$ cat config.mk
export PLATFORM = sky130hd
export DESIGN_NAME = triple_demux_buffer_flat
export DESIGN_NICKNAME = d
export VERILOG_FILES = /design/src/rtl/triple_demux_buffer_if.sv /design/src/rtl/triple_demux_buffer.sv /design/src/flat_wrapper.sv
export SDC_FILE = /design/constraint.sdc
export NUM_CORES = 1
export LEC_CHECK = 0
export ABC_AREA = 1
export BUFFER_PORTS_ARGS = -buffer_cell sky130_fd_sc_hd__buf_2
export CAP_MARGIN = 40
export CORE_AREA = 3 3 40 42
export CTS_BUF_LIST = sky130_fd_sc_hd__clkbuf_8 sky130_fd_sc_hd__clkbuf_16
export CTS_CLUSTER_SIZE = 25
export DETAILED_ROUTE_END_ITERATION = 8
export DIE_AREA = 0 0 43 45
export PLACE_DENSITY = 0.63
export SLEW_MARGIN = 5
export SYNTH_ARGS = -nofsm -noshare
export SYNTH_HDL_FRONTEND = slang
export SYNTH_SLANG_ARGS = --single-unit
$ cat constraint.sdc
create_clock -name clk -period 2.5 [get_ports clk]
set_input_delay 0.375 -clock clk [delete_from_list [all_inputs] [get_ports clk]]
set_output_delay 0.375 -clock clk [all_outputs]
set_load 0.01 [all_outputs]
$ cat src/rtl/triple_demux_buffer_if.sv
// Stream bundle for triple_demux_buffer: one valid/ready source and three valid/ready destinations.
// The slave modport is the buffer's view, and the master modport is the environment's view.
interface triple_demux_buffer_if #(
  parameter int WIDTH = 4
);
  logic             in_valid;
  logic             in_ready;
  logic [WIDTH-1:0] in_data;
  logic [1:0]       in_sel;

  logic             zero_valid;
  logic             zero_ready;
  logic [WIDTH-1:0] zero_data;
  logic             one_valid;
  logic             one_ready;
  logic [WIDTH-1:0] one_data;
  logic             two_valid;
  logic             two_ready;
  logic [WIDTH-1:0] two_data;

  modport slave (
    input  in_valid, in_data, in_sel,
    output in_ready,
    output zero_valid, zero_data, one_valid, one_data, two_valid, two_data,
    input  zero_ready, one_ready, two_ready
  );

  modport master (
    output in_valid, in_data, in_sel,
    input  in_ready,
    input  zero_valid, zero_data, one_valid, one_data, two_valid, two_data,
    output zero_ready, one_ready, two_ready
  );
endinterface

$ cat src/rtl/triple_demux_buffer.sv
// One-entry buffered 1-to-3 stream demux. The destination is latched together with each word.
// Optional per-port saturating handshake counters are enabled when DEMUX_STATS_EN is defined.
//
// state | meaning
// EMPTY | holding register free, in_ready=1, no output valid
// FULL  | holding word + latched dest, only that port's valid is high
module triple_demux_buffer #(
  parameter int WIDTH = 4
`ifdef DEMUX_STATS_EN
  , parameter int CNT_W = 8
`endif
) (
  input  logic                   clk,
  input  logic                   rst_n,
  triple_demux_buffer_if.slave   bus
`ifdef DEMUX_STATS_EN
  , output logic [CNT_W-1:0]     cnt_zero
  , output logic [CNT_W-1:0]     cnt_one
  , output logic [CNT_W-1:0]     cnt_two
`endif
);

  typedef enum logic {EMPTY, FULL} state_t;

  state_t           state, state_nxt;
  logic [WIDTH-1:0] hold, hold_nxt;
  logic [1:0]       dest, dest_nxt;
  logic             sel_ready;

  always_ff @(posedge clk or negedge rst_n) begin
    if (!rst_n) begin
      state <= EMPTY;
      hold  <= '0;
      dest  <= 2'd0;
    end else begin
      state <= state_nxt;
      hold  <= hold_nxt;
      dest  <= dest_nxt;
    end
  end

  always_comb begin
    sel_ready = 1'b0;
    case (dest)
      2'd0:    sel_ready = bus.zero_ready;
      2'd1:    sel_ready = bus.one_ready;
      default: sel_ready = bus.two_ready;
    endcase
  end

  always_comb begin
    state_nxt = state;
    hold_nxt  = hold;
    dest_nxt  = dest;
    case (state)
      EMPTY: begin
        if (bus.in_valid) begin
          hold_nxt  = bus.in_data;
          dest_nxt  = bus.in_sel[1] ? 2'd2 : bus.in_sel;
          state_nxt = FULL;
        end
      end
      FULL: begin
        // in_valid only matters once the current word retires
        if (sel_ready) begin
          if (bus.in_valid) begin
            hold_nxt = bus.in_data;
            dest_nxt = bus.in_sel[1] ? 2'd2 : bus.in_sel;
          end else begin
            state_nxt = EMPTY;
          end
        end
      end
      default: state_nxt = EMPTY;
    endcase
  end

  assign bus.in_ready   = (state == EMPTY) | sel_ready;
  assign bus.zero_valid = (state == FULL) & (dest == 2'd0);
  assign bus.one_valid  = (state == FULL) & (dest == 2'd1);
  assign bus.two_valid  = (state == FULL) & (dest == 2'd2);
  assign bus.zero_data  = hold;
  assign bus.one_data   = hold;
  assign bus.two_data   = hold;

`ifdef DEMUX_STATS_EN
  logic hs_zero, hs_one, hs_two;

  assign hs_zero = bus.zero_valid & bus.zero_ready;
  assign hs_one  = bus.one_valid  & bus.one_ready;
  assign hs_two  = bus.two_valid  & bus.two_ready;

  always_ff @(posedge clk or negedge rst_n) begin
    if (!rst_n) begin
      cnt_zero <= '0;
      cnt_one  <= '0;
      cnt_two  <= '0;
    end else begin
      if (hs_zero && (cnt_zero != '1)) cnt_zero <= cnt_zero + 1'b1;
      if (hs_one  && (cnt_one  != '1)) cnt_one  <= cnt_one  + 1'b1;
      if (hs_two  && (cnt_two  != '1)) cnt_two  <= cnt_two  + 1'b1;
    end
  end
`endif

endmodule

$ cat src/flat_wrapper.sv
// flat-port wrapper written by rule: the top's interface ports become plain ports
module triple_demux_buffer_flat 
#(
  parameter int WIDTH = 4

)
  (clk, rst_n, bus_in_valid, bus_in_data, bus_in_sel, bus_in_ready, bus_zero_valid, bus_zero_data, bus_one_valid, bus_one_data, bus_two_valid, bus_two_data, bus_zero_ready, bus_one_ready, bus_two_ready);
  triple_demux_buffer_if #(.WIDTH(WIDTH)) bus_i ();
  input  logic clk;
  input  logic rst_n;
  input wire logic [$bits(bus_i.in_valid)-1:0] bus_in_valid;
  input wire logic [$bits(bus_i.in_data)-1:0] bus_in_data;
  input wire logic [$bits(bus_i.in_sel)-1:0] bus_in_sel;
  output wire logic [$bits(bus_i.in_ready)-1:0] bus_in_ready;
  output wire logic [$bits(bus_i.zero_valid)-1:0] bus_zero_valid;
  output wire logic [$bits(bus_i.zero_data)-1:0] bus_zero_data;
  output wire logic [$bits(bus_i.one_valid)-1:0] bus_one_valid;
  output wire logic [$bits(bus_i.one_data)-1:0] bus_one_data;
  output wire logic [$bits(bus_i.two_valid)-1:0] bus_two_valid;
  output wire logic [$bits(bus_i.two_data)-1:0] bus_two_data;
  input wire logic [$bits(bus_i.zero_ready)-1:0] bus_zero_ready;
  input wire logic [$bits(bus_i.one_ready)-1:0] bus_one_ready;
  input wire logic [$bits(bus_i.two_ready)-1:0] bus_two_ready;
  assign bus_i.in_valid = bus_in_valid;
  assign bus_i.in_data = bus_in_data;
  assign bus_i.in_sel = bus_in_sel;
  assign bus_in_ready = bus_i.in_ready;
  assign bus_zero_valid = bus_i.zero_valid;
  assign bus_zero_data = bus_i.zero_data;
  assign bus_one_valid = bus_i.one_valid;
  assign bus_one_data = bus_i.one_data;
  assign bus_two_valid = bus_i.two_valid;
  assign bus_two_data = bus_i.two_data;
  assign bus_i.zero_ready = bus_zero_ready;
  assign bus_i.one_ready = bus_one_ready;
  assign bus_i.two_ready = bus_two_ready;
  triple_demux_buffer #(.WIDTH(WIDTH)) u_core (.clk(clk), .rst_n(rst_n), .bus(bus_i));
endmodule
# After elaboration in Yosys (flattened, before gate mapping)
# Cells that the tools add are included.
# word_totals
regBits	7
in_bits	12
output_inout_bits	16
wordCells	23
# op_classes
n_eq_ne	3
muxes	11
bitwise	5
n_reduce_logical	1
# op_table
op	n
4-bit two-way mux	2
4-bit one-hot mux with 2 select lines	1
2-bit two-way mux	3
1-bit one-hot mux with 2 select lines	2
2-bit one-hot mux with 2 select lines	1
1-bit bitwise AND	3
2-bit by 1-bit equality test with 1-bit output, second input constant	1
2-bit equality test, second input constant	1
2-bit zero test	1
1-bit two-way mux	2
2-bit inequality test, second input constant	1
1-bit NOT	1
1-bit bitwise OR	1

# Logic depth before layout (Yosys ltp)
# logic_depth
depth_word	4
depth_mapped	6
ltp_nobuf	6

# Worst setup path after synthesis
# OpenSTA, ideal clock, no wires.
# synth_path
kind	register to output
start	register u_core.dest[1]
end	output bus_two_valid
arrival_ns	0.756
setup_slack_ns	1.369
path_stages_with_launch	3
n_path_buf	0
cell_sequence	dfrtp_1 > inv_2 > nor3_1
# synth_between
elab_chain_cells	2
# synth_rtl
element	line	rtl
from (decl)	triple_demux_buffer.sv:27	logic [1:0] dest, dest_nxt;
from (signal assigned)	triple_demux_buffer.sv:38	dest <= dest_nxt;
2-bit equality test	triple_demux_buffer.sv:81	assign bus.two_valid = (state == FULL) & (dest == 2'd2);
1-bit bitwise AND	triple_demux_buffer.sv:81	
to (decl)	flat_wrapper.sv:19	output wire logic [$bits(bus_i.two_valid)-1:0] bus_two_valid;
# Every way passes these cells.

# Final worst setup path
# layout_path
start	register u_core.dest[1]
end	output bus_in_ready
# layout_between
elab_chain_cells	3
elab_cells_between_ends	4
classes_between	1 x eq/ne; 1 x mux; 1 x bitwise; 1 x reduce/logical
# layout_rtl
element	line	rtl
2-bit by 1-bit equality test with 1-bit output / 2-bit zero test (equally long branches)	triple_demux_buffer.sv:44	case (dest)
1-bit one-hot mux with 2 select lines *	triple_demux_buffer.sv:44	
1-bit bitwise OR *	triple_demux_buffer.sv:78	assign bus.in_ready = (state == EMPTY) | sel_ready;
to (decl)	flat_wrapper.sv:14	output wire logic [$bits(bus_i.in_ready)-1:0] bus_in_ready;
# Every way passes the cells marked *; elsewhere a longest branch is shown, timed or not.

==> run metrics <==
nature of the critical path endpoint output port; share of the synthesized area in the top cell type 42.55%; Max-Slew Margin vs Limit just under 90%; boundary pin count 28; critical path's largest stage delay approximately 430 ps; fill cell count approximately 130; full die area 1935 sq um; number of register bits inferred by synthesis 7; average cell area after synthesis 8.233 sq um; CTS HTree Levels 1; setup repair after global routing missed its margin no; Worst Skew about 1.7 ps; Leak between 0.3 and 0.4 nW; root buf cell sky130_fd_sc_hd__clkbuf_8; commonest cells in the synthesized netlist 14 x sky130_fd_sc_hd__nand2_1, 8 x sky130_fd_sc_hd__buf_4, 7 x sky130_fd_sc_hd__dfrtp_1, 6 x sky130_fd_sc_hd__nand3_1; crit start category register; TritonCTS clock tree yes; DPL Wire Length roughly 670 microns; maximum vdd ir drop 0.0003663 V; number of instances in the synthesized netlist 50; Worst path slowest cell sky130_fd_sc_hd__dfrtp_1; number of nets produced by synthesis 62; number of flops mapped to enable cells by yosys 0; pre-CTS setup slack 1134 ps; count of different cell masters after synthesis 14; post-route setup slack ~940 ps; num rows 13; cell with the most instances after synthesis sky130_fd_sc_hd__nand2_1; net total in the final layout 86; maximum number of buffers from clock root to sink 2; fraction of the yosys area taken by sequential cells 42.55%; pwr/cell area ~1300 nW/um^2; async set-or-reset flop fraction in the synthesized netlist between 90% and 100%; required time of the critical path 2120 ps; Overall Power 717.1 uW; overall die width about 43 microns; vias in the first global route 347; cell type with the largest total area after synthesis sky130_fd_sc_hd__dfrtp_1; multi-input logic area 157.7 sq um; total clock buffers created by CTS 3; worst hold margin 385.5 ps; number of warnings issued by yosys 0; detailed-route vias per instance between 4 and 5; critical path cell sequence a21oi_2, nand3_4, buf_2; Area growth syn-to-layout 35.26%; Die Span Y approximately 45 microns; Post-synth top flop sky130_fd_sc_hd__dfrtp_1; maximum number of pins on one net before global-route repair 10; critical path buffer and inverter count 1; routed length per placed instance ~9.9 microns; count of maximum capacitance violations 0; first-pass GRT wire length ~1400 microns; final total negative setup slack 0 ps; weighted congestion reported at the end of routability-driven placement 0.6349; Register Area 175.2 sq um; Hold/Removal Path Class in2reg; number of detailed-routing iterations run before antenna repair 3; Overall Global Routing Usage around 11%; ANT nets after route 0; clock period minus final worst setup slack between 1500 and 2000 ps; layout cell share with drive strength beyond 1 between 40% and 50%; most area-consuming cells after synthesis sky130_fd_sc_hd__dfrtp_1 43%, sky130_fd_sc_hd__buf_4 15%, sky130_fd_sc_hd__nand2_1 13%; worst setup path category reg2out; number of setup buffers added after CTS 0; outcome completed; arrival time reported for the critical path endpoint between 1000 and 1500 ps; aggregate routed wire length just under 900 microns; Finish-stage setup viols 0; hold violation count in the final report 0; total number of vias ~380; Mapped Area a little over 400 sq um; final clock period utilization by the worst path about 62%; Post-Place Cells a little over 80; transition time at the pin with the least slew margin roughly 200 ps; total grt overflow 0; number of remaining DRC errors 0; largest driver fanout on the critical path 9; number of sinks handled by clock tree synthesis 7; f_max ~640 MHz; max-slew violation count 0; # port buffers 27; First DRT Iteration DRCs 7; antenna violations before repair 0; Initial Util ~32%; Clk pin slew, worst setup/hold paths around 40 ps; filler-free cell count of the finished design between 80 and 90; cells resized by post-CTS repair 0; number of antenna diodes 0; insertion delay to the later sink of the worst-skew pair approximately 230 ps; CORE AREA between 1000 and 1500 sq um; top cell family by delay on the critical path flip-flops
[per-layer routing]
layer	vias up	share of wire, %	global-route usage [%]	wire (microns)
met4	0	4.6	10.84	40
met1	167	38	10.67	330
met2	16	47	16.17	410
met3	4	10	5.179	88
li1	194	-	-	-
met5	-	0	0	0
[sequential cells by signal (all words and copies together) (netlist names)]
name                 count
u_core.dest              2
u_core.state             1
u_core.bus.one_data      4
[worst min-delay path: cells and delay by family]
kind / cells / cell delay (ps)
buf+inv: 1 / 80
simple gates: 2 / 120
[power breakdown]
part	switching (mW)	internal (mW)
clock network	0.0482	0.106
logic	0.206	0.143
registers	0.0495	0.165
total	0.304	0.413
[cell usage in the layout (no fill, tap or decap)]
cell type | synthesis | routed
sky130_fd_sc_hd__buf_2 | 0 | 27
sky130_fd_sc_hd__nand2_1 | 14 | 14
sky130_fd_sc_hd__dfrtp_1 | 7 | 7
sky130_fd_sc_hd__nand3_1 | 6 | 6
sky130_fd_sc_hd__inv_1 | 3 | 4
sky130_fd_sc_hd__nor2_1 | 3 | 3
sky130_fd_sc_hd__clkbuf_8 | 0 | 3
sky130_fd_sc_hd__nor3_1 | 2 | 2
sky130_fd_sc_hd__inv_2 | 1 | 1
sky130_fd_sc_hd__a21oi_2 | 1 | 1
sky130_fd_sc_hd__nand2_2 | 1 | 1
sky130_fd_sc_hd__nand3_2 | 1 | 1
sky130_fd_sc_hd__nand3_4 | 1 | 1
sky130_fd_sc_hd__nand2_4 | 1 | 1
sky130_fd_sc_hd__dlygate4sd3_1 | 0 | 1
[what timing repair did]
| item | 4_1_cts | 5_1_grt |
|---|---|---|
| endpoints found under the setup margin | 0 | 0 |
| hold buffers | 1 | 0 |
| endpoints found under the hold margin | 7 | 0 |
[per-stage QoR]
step | instance area (sq um) | utilization [%]
final | 556.8 | 43.33
after global routing | 556.8 | 43.33
after CTS | 556.8 | 43.33
after detailed placement | 501.7 | 39.05
after global placement | 501.7 | 39.05
after floorplan | 411.6 | -
[area by class of cell]
class,count,share of cell area (%)
Clock inverter,1,0.6742
Tap cell,15,3.371
Sequential cell,7,31.46
Timing Repair Buffer,28,26.07
Inverter,4,2.697
Clock buffer,3,7.416
Multi-Input combinational cell,30,28.31
[logic make-up (layout without fill, tap and decap cells)]
group / after synthesis / in the layout / synth area share, %
simple gates: 29 / 29 / 36.17
buf+inv: 13 / 36 / 19.15
flops: 7 / 7 / 42.55
compound gates: 1 / 1 / 2.128
[path summary, 6_finish.rpt]
| kind | startpoint | endpoint | slack (ps) | depth (start not counted) |
|---|---|---|---|---|
| worst min-delay path | bus_in_data[3] | u_core.bus.one_data[3]$_DFFE_PN0P_ | 390 | 3 |
| worst min register to register | u_core.bus.one_data[1]$_DFFE_PN0P_ | u_core.bus.one_data[1]$_DFFE_PN0P_ | 500 | 2 |
| worst max-delay path | u_core.dest[1]$_DFFE_PN0P_ | bus_in_ready | 940 | 3 |
| max in group asynchronous | rst_n | u_core.bus.one_data[2]$_DFFE_PN0P_ | 1830 | 2 |
| min in group asynchronous | rst_n | u_core.bus.one_data[0]$_DFFE_PN0P_ | 520 | 2 |
| worst max register to register | u_core.dest[1]$_DFFE_PN0P_ | u_core.dest[0]$_DFFE_PN0P_ | 1400 | 6 |
Power figures use the tool's default switching activity.
